[src/rtl/riscv_prog_loader.sv]
`default_nettype none
// ============================================================================
// Module   : riscv_prog_loader
// Purpose  : Packs a byte-serial boot image into 32-bit instruction-memory
//            words and holds the core in reset until the image is written.
//            Optional trailer-checksum check: RISCV_PROG_LOADER_CHECKSUM_EN
// Revision : 1.0 - initial release
// ============================================================================
module riscv_prog_loader #(
  parameter int ADDR_W    = 10,
  parameter int MAX_WORDS = 1024
) (
  input  logic              clk,
  input  logic              rst,
  input  logic              ld_start,
  input  logic              byte_valid,
  input  logic [7:0]        byte_data,
  output logic              byte_ready,
  output logic              imem_we,
  output logic [ADDR_W-1:0] imem_addr,
  output logic [31:0]       imem_wdata,
  output logic              core_hold,
  output logic              load_done,
  output logic              load_err
);

  typedef enum logic [2:0] {
    S_IDLE  = 3'd0,
    S_LEN0  = 3'd1,
    S_LEN1  = 3'd2,
    S_DATA  = 3'd3,
    S_FLUSH = 3'd4,
    S_RUN   = 3'd5,
`ifdef RISCV_PROG_LOADER_CHECKSUM_EN
    S_ERROR = 3'd6,
    S_CHK   = 3'd7
`else
    S_ERROR = 3'd6
`endif
  } state_t;

  state_t            r_state;
  state_t            w_next;
  logic [15:0]       r_len;
  logic [ADDR_W:0]   r_widx;
  logic [1:0]        r_bidx;
  logic [23:0]       r_part;
`ifdef RISCV_PROG_LOADER_CHECKSUM_EN
  logic [7:0]        r_xor;
`endif

  logic              w_acc;
  logic [15:0]       w_len;
  logic              w_len_bad;
  logic              w_last_word;

  assign w_acc     = byte_valid & byte_ready;
  assign w_len     = {byte_data, r_len[7:0]};
  assign w_len_bad = (w_len == 16'd0) || ({16'd0, w_len} > 32'(MAX_WORDS));
  // Index is one bit wider than the address so a full-size image compares cleanly.
  assign w_last_word = (({{(31-ADDR_W){1'b0}}, r_widx} + 32'd1) == {16'd0, r_len});

  always_comb begin
    byte_ready = 1'b0;
    case (r_state)
      S_LEN0, S_LEN1, S_DATA: byte_ready = 1'b1;
`ifdef RISCV_PROG_LOADER_CHECKSUM_EN
      S_CHK:                  byte_ready = 1'b1;
`endif
      default:                byte_ready = 1'b0;
    endcase
  end

  always_comb begin
    w_next = r_state;
    case (r_state)
      S_IDLE, S_RUN, S_ERROR: if (ld_start) w_next = S_LEN0;
      S_LEN0:  if (w_acc) w_next = S_LEN1;
      S_LEN1:  if (w_acc) w_next = w_len_bad ? S_ERROR : S_DATA;
      S_DATA: begin
        if (w_acc && (r_bidx == 2'd3) && w_last_word) begin
`ifdef RISCV_PROG_LOADER_CHECKSUM_EN
          w_next = S_CHK;
`else
          w_next = S_FLUSH;
`endif
        end
      end
      S_FLUSH: w_next = S_RUN;
`ifdef RISCV_PROG_LOADER_CHECKSUM_EN
      S_CHK:   if (w_acc) w_next = (byte_data == r_xor) ? S_RUN : S_ERROR;
`endif
      default: w_next = S_IDLE;
    endcase
  end

  always_ff @(posedge clk) begin
    if (!rst) r_state <= S_IDLE;
    else      r_state <= w_next;
  end

  always_ff @(posedge clk) begin
    if (!rst) begin
      r_len      <= '0;
      r_widx     <= '0;
      r_bidx     <= '0;
      r_part     <= '0;
      imem_we    <= 1'b0;
      imem_addr  <= '0;
      imem_wdata <= '0;
      core_hold  <= 1'b1;
      load_done  <= 1'b0;
      load_err   <= 1'b0;
`ifdef RISCV_PROG_LOADER_CHECKSUM_EN
      r_xor      <= '0;
`endif
    end else begin
      imem_we   <= 1'b0;
      core_hold <= (w_next != S_RUN);
      load_done <= (w_next == S_RUN);
      load_err  <= (w_next == S_ERROR);
`ifdef RISCV_PROG_LOADER_CHECKSUM_EN
      if ((w_next == S_LEN0) && (r_state != S_LEN0)) r_xor <= '0;
      else if ((r_state == S_DATA) && w_acc)         r_xor <= r_xor ^ byte_data;
`endif
      case (r_state)
        S_LEN0: if (w_acc) r_len[7:0] <= byte_data;
        S_LEN1: begin
          if (w_acc) begin
            r_len[15:8] <= byte_data;
            r_widx      <= '0;
            r_bidx      <= '0;
          end
        end
        S_DATA: begin
          if (w_acc) begin
            r_bidx <= r_bidx + 2'd1;
            case (r_bidx)
              2'd0: r_part[7:0]   <= byte_data;
              2'd1: r_part[15:8]  <= byte_data;
              2'd2: r_part[23:16] <= byte_data;
              default: begin
                imem_we    <= 1'b1;
                imem_addr  <= r_widx[ADDR_W-1:0];
                imem_wdata <= {byte_data, r_part};
                r_widx     <= r_widx + 1'b1;
              end
            endcase
          end
        end
        default: ;
      endcase
    end
  end

endmodule
`default_nettype wire

[config.mk]
export PLATFORM = sky130hd
export DESIGN_NAME = riscv_prog_loader
export DESIGN_NICKNAME = d
export VERILOG_FILES = /design/src/rtl/riscv_prog_loader.sv
export SDC_FILE = /design/constraint.sdc
export NUM_CORES = 1
export LEC_CHECK = 0
export ABC_AREA = 1
export BUFFER_PORTS_ARGS = -buffer_cell sky130_fd_sc_hd__buf_2
export CAP_MARGIN = 20
export CORE_UTILIZATION = 50
export DETAILED_ROUTE_END_ITERATION = 8
export PLACE_DENSITY = 0.71
export SLEW_MARGIN = 5
export SYNTH_ARGS = -nofsm -noshare
export SYNTH_HDL_FRONTEND = slang
export SYNTH_SLANG_ARGS = --single-unit
export TNS_END_PERCENT = 50
[constraint.sdc]
create_clock -name clk -period 2 [get_ports clk]
set_clock_uncertainty 0.1 [all_clocks]
set_input_delay 0.4 -clock clk [delete_from_list [all_inputs] [get_ports clk]]
set_output_delay 0.4 -clock clk [all_outputs]
set_load 0.01 [all_outputs]
Word level (Yosys, flattened, before mapping)
Cells that the tools add are included.

Register bits: 102. Output and inout bits: 47. Logic and storage cells: 70.

$add $sub $neg: 3. Magnitude comparators: 1. Equal/unequal tests: 16. Muxes and demuxes: 15. Bitwise gates (word level): 2. Reduce and logical (&&, ||, !) cells: 19.

Operators with widths (count): two-way mux 11 bit (3); case mux 11 bit (2 select lines) (1); AND reduction 3 bit (6); equality test 12 x 16 -> 1 bit (1); greater-than comparator 16 x 11 -> 1 bit (second input constant) (1); zero test 16 bit (1); equality test 3 bit (second input constant) (5); two-way mux 3 bit (5); case mux 3 bit (5 select lines) (1); adder 11 x 1 -> 12 bit (second input constant) (1); adder 11 x 1 -> 11 bit (second input constant) (1); OR reduction 3 bit (3); equality test 3 x 2 -> 1 bit (second input constant) (2); inequality test 2 bit (second input constant) (3); equality test 2 bit (second input constant) (2); two-way mux 2 bit (2); case mux 2 bit (2 select lines) (1); AND reduction 2 bit (2); AND reduction 4 bit (1); equality test 3 x 1 -> 1 bit (second input constant) (1); zero test 3 bit (1); inequality test 3 bit (second input constant) (1); adder 2 x 1 -> 2 bit (second input constant) (1); equality test 2 x 1 -> 1 bit (second input constant) (1); other kinds (7) (9).

Logic depth before layout (Yosys ltp)
Word-level depth: 9. Gate-level depth with buffers: 15. Gate-level depth less buffers: 15.

Worst setup path after synthesis
No wires, ideal clock.

Kind: reg2reg. Start: reg r_widx[0]. End: reg load_err. Library setup time: 111 ps. Arrival: 1521 ps. Required time: 1789 ps. Setup slack: 268 ps. Stages on the path, launching flop included: 12. Buffers on the path: 0. Cell sequence: dfxtp_1 ha_1 nand3_1 nor2_2 nand2_1 xnor3_1 nor2_2 nand3_1 nand2_1 nand2_1 nand2_1 nor2_1.

Longest elaborated chain between the ends: 6.

Ends and longest elaborated chain: start: declaration (RTL line 45) `logic [ADDR_W:0] r_widx;`; start signal: assignment (RTL line 146) `r_widx <= r_widx + 1'b1;`; adder 11 x 1 -> 12 bit (RTL line 61) `assign w_last_word = (({{(31-ADDR_W){1'b0}}, r_widx} + 32'd1) == {16'd0, r_len});`; equality test 12 x 16 -> 1 bit (RTL line 61); logical AND 1 bit (RTL line 81) `if (w_acc && (r_bidx == 2'd3) && w_last_word) begin`; two-way mux 3 bit (RTL line 81); case mux 3 bit (5 select lines) (RTL line 76) `case (r_state)`; equality test 3 bit (RTL line 121) `load_err <= (w_next == S_ERROR);`; end signal: assignment (RTL line 121); end: declaration (RTL line 24) `output logic load_err`.

Every way passes these cells. A chain may end at the register's enable or synchronous reset.

Worst setup path in the final report
Same ends and word-level chain as after synthesis.

==> run_results.csv <==
group,metric,value,unit
cts,cts-root-buf,"clkbuf_8",
sta,worstMarginPinSlew,0.704,ns
yosys,synthTopCellsByArea,"dfxtp_1 (48%), nor2_1 (11%), o21ai_0 (10%), nand2_1 (7.4%), a21oi_1 (5.8%)",
setup_path,reg2regPathDepth,14,
min_path,hold_path_class,"in2reg",
detailed_routing,wl_per_cell,13.6,um
detailed_routing,routed_wl,10300,um
yosys,synth_nets,598,
placed_design,place_congestion,0.861,
finish,postLayoutCellArea,5030,sq um
power,vdd_ir_drop_max,0.409,mV
setup_path,r2r_slack,0.1,ns
yosys,synthArstFlopShare,0,%
yosys,ys_types,28,
detailed_routing,drtIter0Drc,217,
floorplan,die_x,93.9,um
placed_design,place_inst,730,
yosys,seq_area_frac_synth,48.4,%
placed_design,hpwl,6770,um
detailed_routing,num_vias,3980,
setup_path,crit_path_end_kind,"flip-flop",
cts,cts_buffers,9,
setup_path,critical_path_class,"reg2reg",
global_routing,use_met2,40.1,%
finish,num_antenna_cells,0,
finish,area.growth.synth_to_final,19.2,%
detailed_routing,post-route-drc-count,0,
finish,final_cells,753,
global_routing,grt_pass1_vias,3666,
placed_design,placed_cell_area,4640,sq um
floorplan,io_pins,59,
min_path,holdPathStages,3,
global_routing,grt_use_met1,30.6,%
min_path,hold_path_end,"r_len[2]",
sta,slew_headroom,52.7,%
sta,period_needed,1.90,ns
setup_path,crit_path_max_fanout,6,
cts,cts_num_sinks,102,
sta,fin_setup_tns,0,ns
floorplan,rows,33,
yosys,synthTopCellsByCount,"nor2_1 (126), dfxtp_1 (102), o21ai_0 (84)",
yosys,avgSynthCellArea,7.27,sq um
yosys,synth.cell_area,4220,sq um
cts,cts_tree,"done",
detailed_routing,via_per_inst,5.29,
outcome,status,"finished clean",
setup_path,crit_required,2.20,ns
detailed_routing,ant_nets,0,
yosys,synth_cells,580,
yosys,yosys_warnings,0,
min_path,min-delay-start,"byte_data[2]",
floorplan,die_height,93.9,um
sta,setup_ws,0.0961,ns
placed_design,port_buffers,58,
setup_path,start_kind,"flip-flop",
global_routing,top_usage_layer,"met2",
yosys,synth_most_common_cell,"nor2_1",
yosys,synth_flop_cell,"dfxtp_1",
finish,layout-drive-gt1-share,20.7,%
finish,post-route-util,61.5,%
sta,slew_violations,0,
yosys,yosysTopAreaCell,"dfxtp_1",
yosys,ys_ff_latch,102,
global_routing,track_usage,24.1,%
floorplan,fp.dieArea,8810,sq um
global_routing,grt_max_degree,63,
cts,clk_pin_slew_worst_paths,0.11,ns
setup_path,timing.rr.end,"load_err",
floorplan,start_util,51.6,%
setup_path,regToRegStartpoint,"r_widx[0]",
placed_design,dpl_worst_slack,-0.0273,ns
cts,cts_max_level,3,
cts,cts_hold_buffers,0,
global_routing,grt_use_met3,5.18,%
power,leakage,2.27,nW
finish,filler_cell_count,751,
power,p_per_area,745,nW/um^2
detailed_routing,dr.pass1.iters,5,
sta,finalSetupViolCount,0,
finish,nNetsFinal,661,
floorplan,core_area,8180,sq um
sta,hold_violations,0,
sta,timing.fmax,0.525,GHz
yosys,synth_edf_count,0,
global_routing,antenna_found_initial,0,
setup_path,arrival,2.10,ns
sta,finalCritPeriodShare,95.2,%
run,maxCapViolations,0,
global_routing,grt_overflow_total,0,
cts,insertion_delay,0.36,ns
global_routing,grt_first_pass_wirelength,16800,um
yosys,yosys.area.top_type_share,48.4,%
cts,clock_path_buffers,2,
-- worst max-delay path: stages, from the launching register on --
cell,delay (ns)
dfxtp_4,0.40
buf_6,0.11
clkinv_4,0.05
nor2_4,0.16
buf_4,0.15
nand3_1,0.08
nand2_1,0.07
nand2_1,0.04
nor2_1,0.12
nand2_2,0.09
nor2_4,0.12
nand4_1,0.12
nand2_2,0.10
inv_1,0.05
nor2_1,0.10
-- how the worst max path moves through the flow --
stage            startpoint  cells after the start          to  slack (ns)
5_1_grt           r_widx[0]                     14   core_hold       -0.03
6_report          r_widx[0]                     14    load_err         0.1
3_5_place_dp   byte_data[4]                      9  r_state[2]       -0.03
3_3_place_gp   byte_data[4]                      9  r_state[2]        0.03
2_1_floorplan     r_widx[0]                     11    load_err        0.27
4_1_cts           r_widx[1]                     14  r_state[1]       0.003
-- cell usage in the layout, fill, tap and decap left out --
cell type | netlist | final
a21oi_1 | 49 | 49
a22oi_1 | 2 | 2
buf_12 | 0 | 2
buf_2 | 6 | 58
buf_4 | 0 | 13
buf_6 | 0 | 1
bufinv_16 | 0 | 1
clkbuf_1 | 12 | 1
clkbuf_8 | 0 | 9
clkinv_1 | 2 | 2
clkinv_4 | 0 | 2
dfxtp_1 | 102 | 94
dfxtp_2 | 0 | 5
dfxtp_4 | 0 | 3
ha_1 | 6 | 5
ha_4 | 0 | 1
inv_1 | 46 | 45
inv_2 | 5 | 5
inv_6 | 0 | 3
inv_8 | 0 | 1
nand2_1 | 83 | 73
nand2_2 | 2 | 12
nand3_1 | 28 | 23
nand3_2 | 1 | 5
nand3_4 | 0 | 1
nand4_1 | 7 | 7
nor2_1 | 126 | 123
nor2_2 | 5 | 4
nor2_4 | 1 | 5
nor3_1 | 1 | 1
nor3_2 | 1 | 1
nor3_4 | 1 | 1
nor4_1 | 1 | 1
o211ai_1 | 2 | 2
o21ai_0 | 84 | 84
o21bai_4 | 0 | 1
xnor2_1 | 1 | 1
xnor3_1 | 1 | 1
-- state kept, by name, summed over array words and instances, names as in the netlist --
signal / cells
r_len: 16
r_part: 24
imem_addr: 10
core_hold: 1
load_done: 1
imem_we: 1
r_bidx: 2
imem_wdata: 32
r_state: 3
r_widx: 11
load_err: 1
-- stage by stage --
| step | power (W) | hold WS, ns |
|---|---|---|
| after global routing | 0.00390 | 0.311 |
| after detailed placement | 0.00242 | 0.343 |
| after floorplan | 0.00232 | 0.329 |
| after global placement | 0.00241 | 0.336 |
| final | 0.00375 | 0.276 |
| after CTS | 0.00375 | 0.265 |
-- power breakdown --
| group | internal (W) | leakage, nW | switching (W) |
|---|---|---|---|
| registers | 0.00206 | 0.828 | 0.0000250 |
| clock network | 0.000605 | 0.104 | 0.000745 |
| logic | 0.0000999 | 1.34 | 0.000208 |
-- kinds of logic after synthesis --
logic type               count (synthesis)  share of synthesized area, %
AND/OR/NAND/NOR                        257                          25.4
AO/OA/AOI/OAI                          138                          16.8
flip-flops                             102                          48.4
buffers and inverters                   75                          6.94
adder cells (fa/ha/maj)                  6                          1.78
XOR/XNOR                                 2                         0.741
-- final cells by class --
type,instances,area (sq um),area share [%]
multi-input combinational,403,1990,39.6
clock buffer,10,128,2.54
tap,105,131,2.61
sequential,102,2060,41.0
inverter,53,204,4.06
timing repair buffer,74,439,8.74
clock inverter,6,76.3,1.52
-- layer usage --
layer	routed length [um]	vias up	share of wire, %
met1	4730	1856	46
met4	164	0	1.6
met5	0	-	0
met3	450	16	4.4
li1	-	2012	-
met2	4920	96	48
-- timing repair --
action                                  CTS  global route
resized for setup                         2            40
pin swaps                                 0            20
endpoints found under the setup margin    2             7
setup buffers                             0             7
Power figures use the tool's default switching activity.
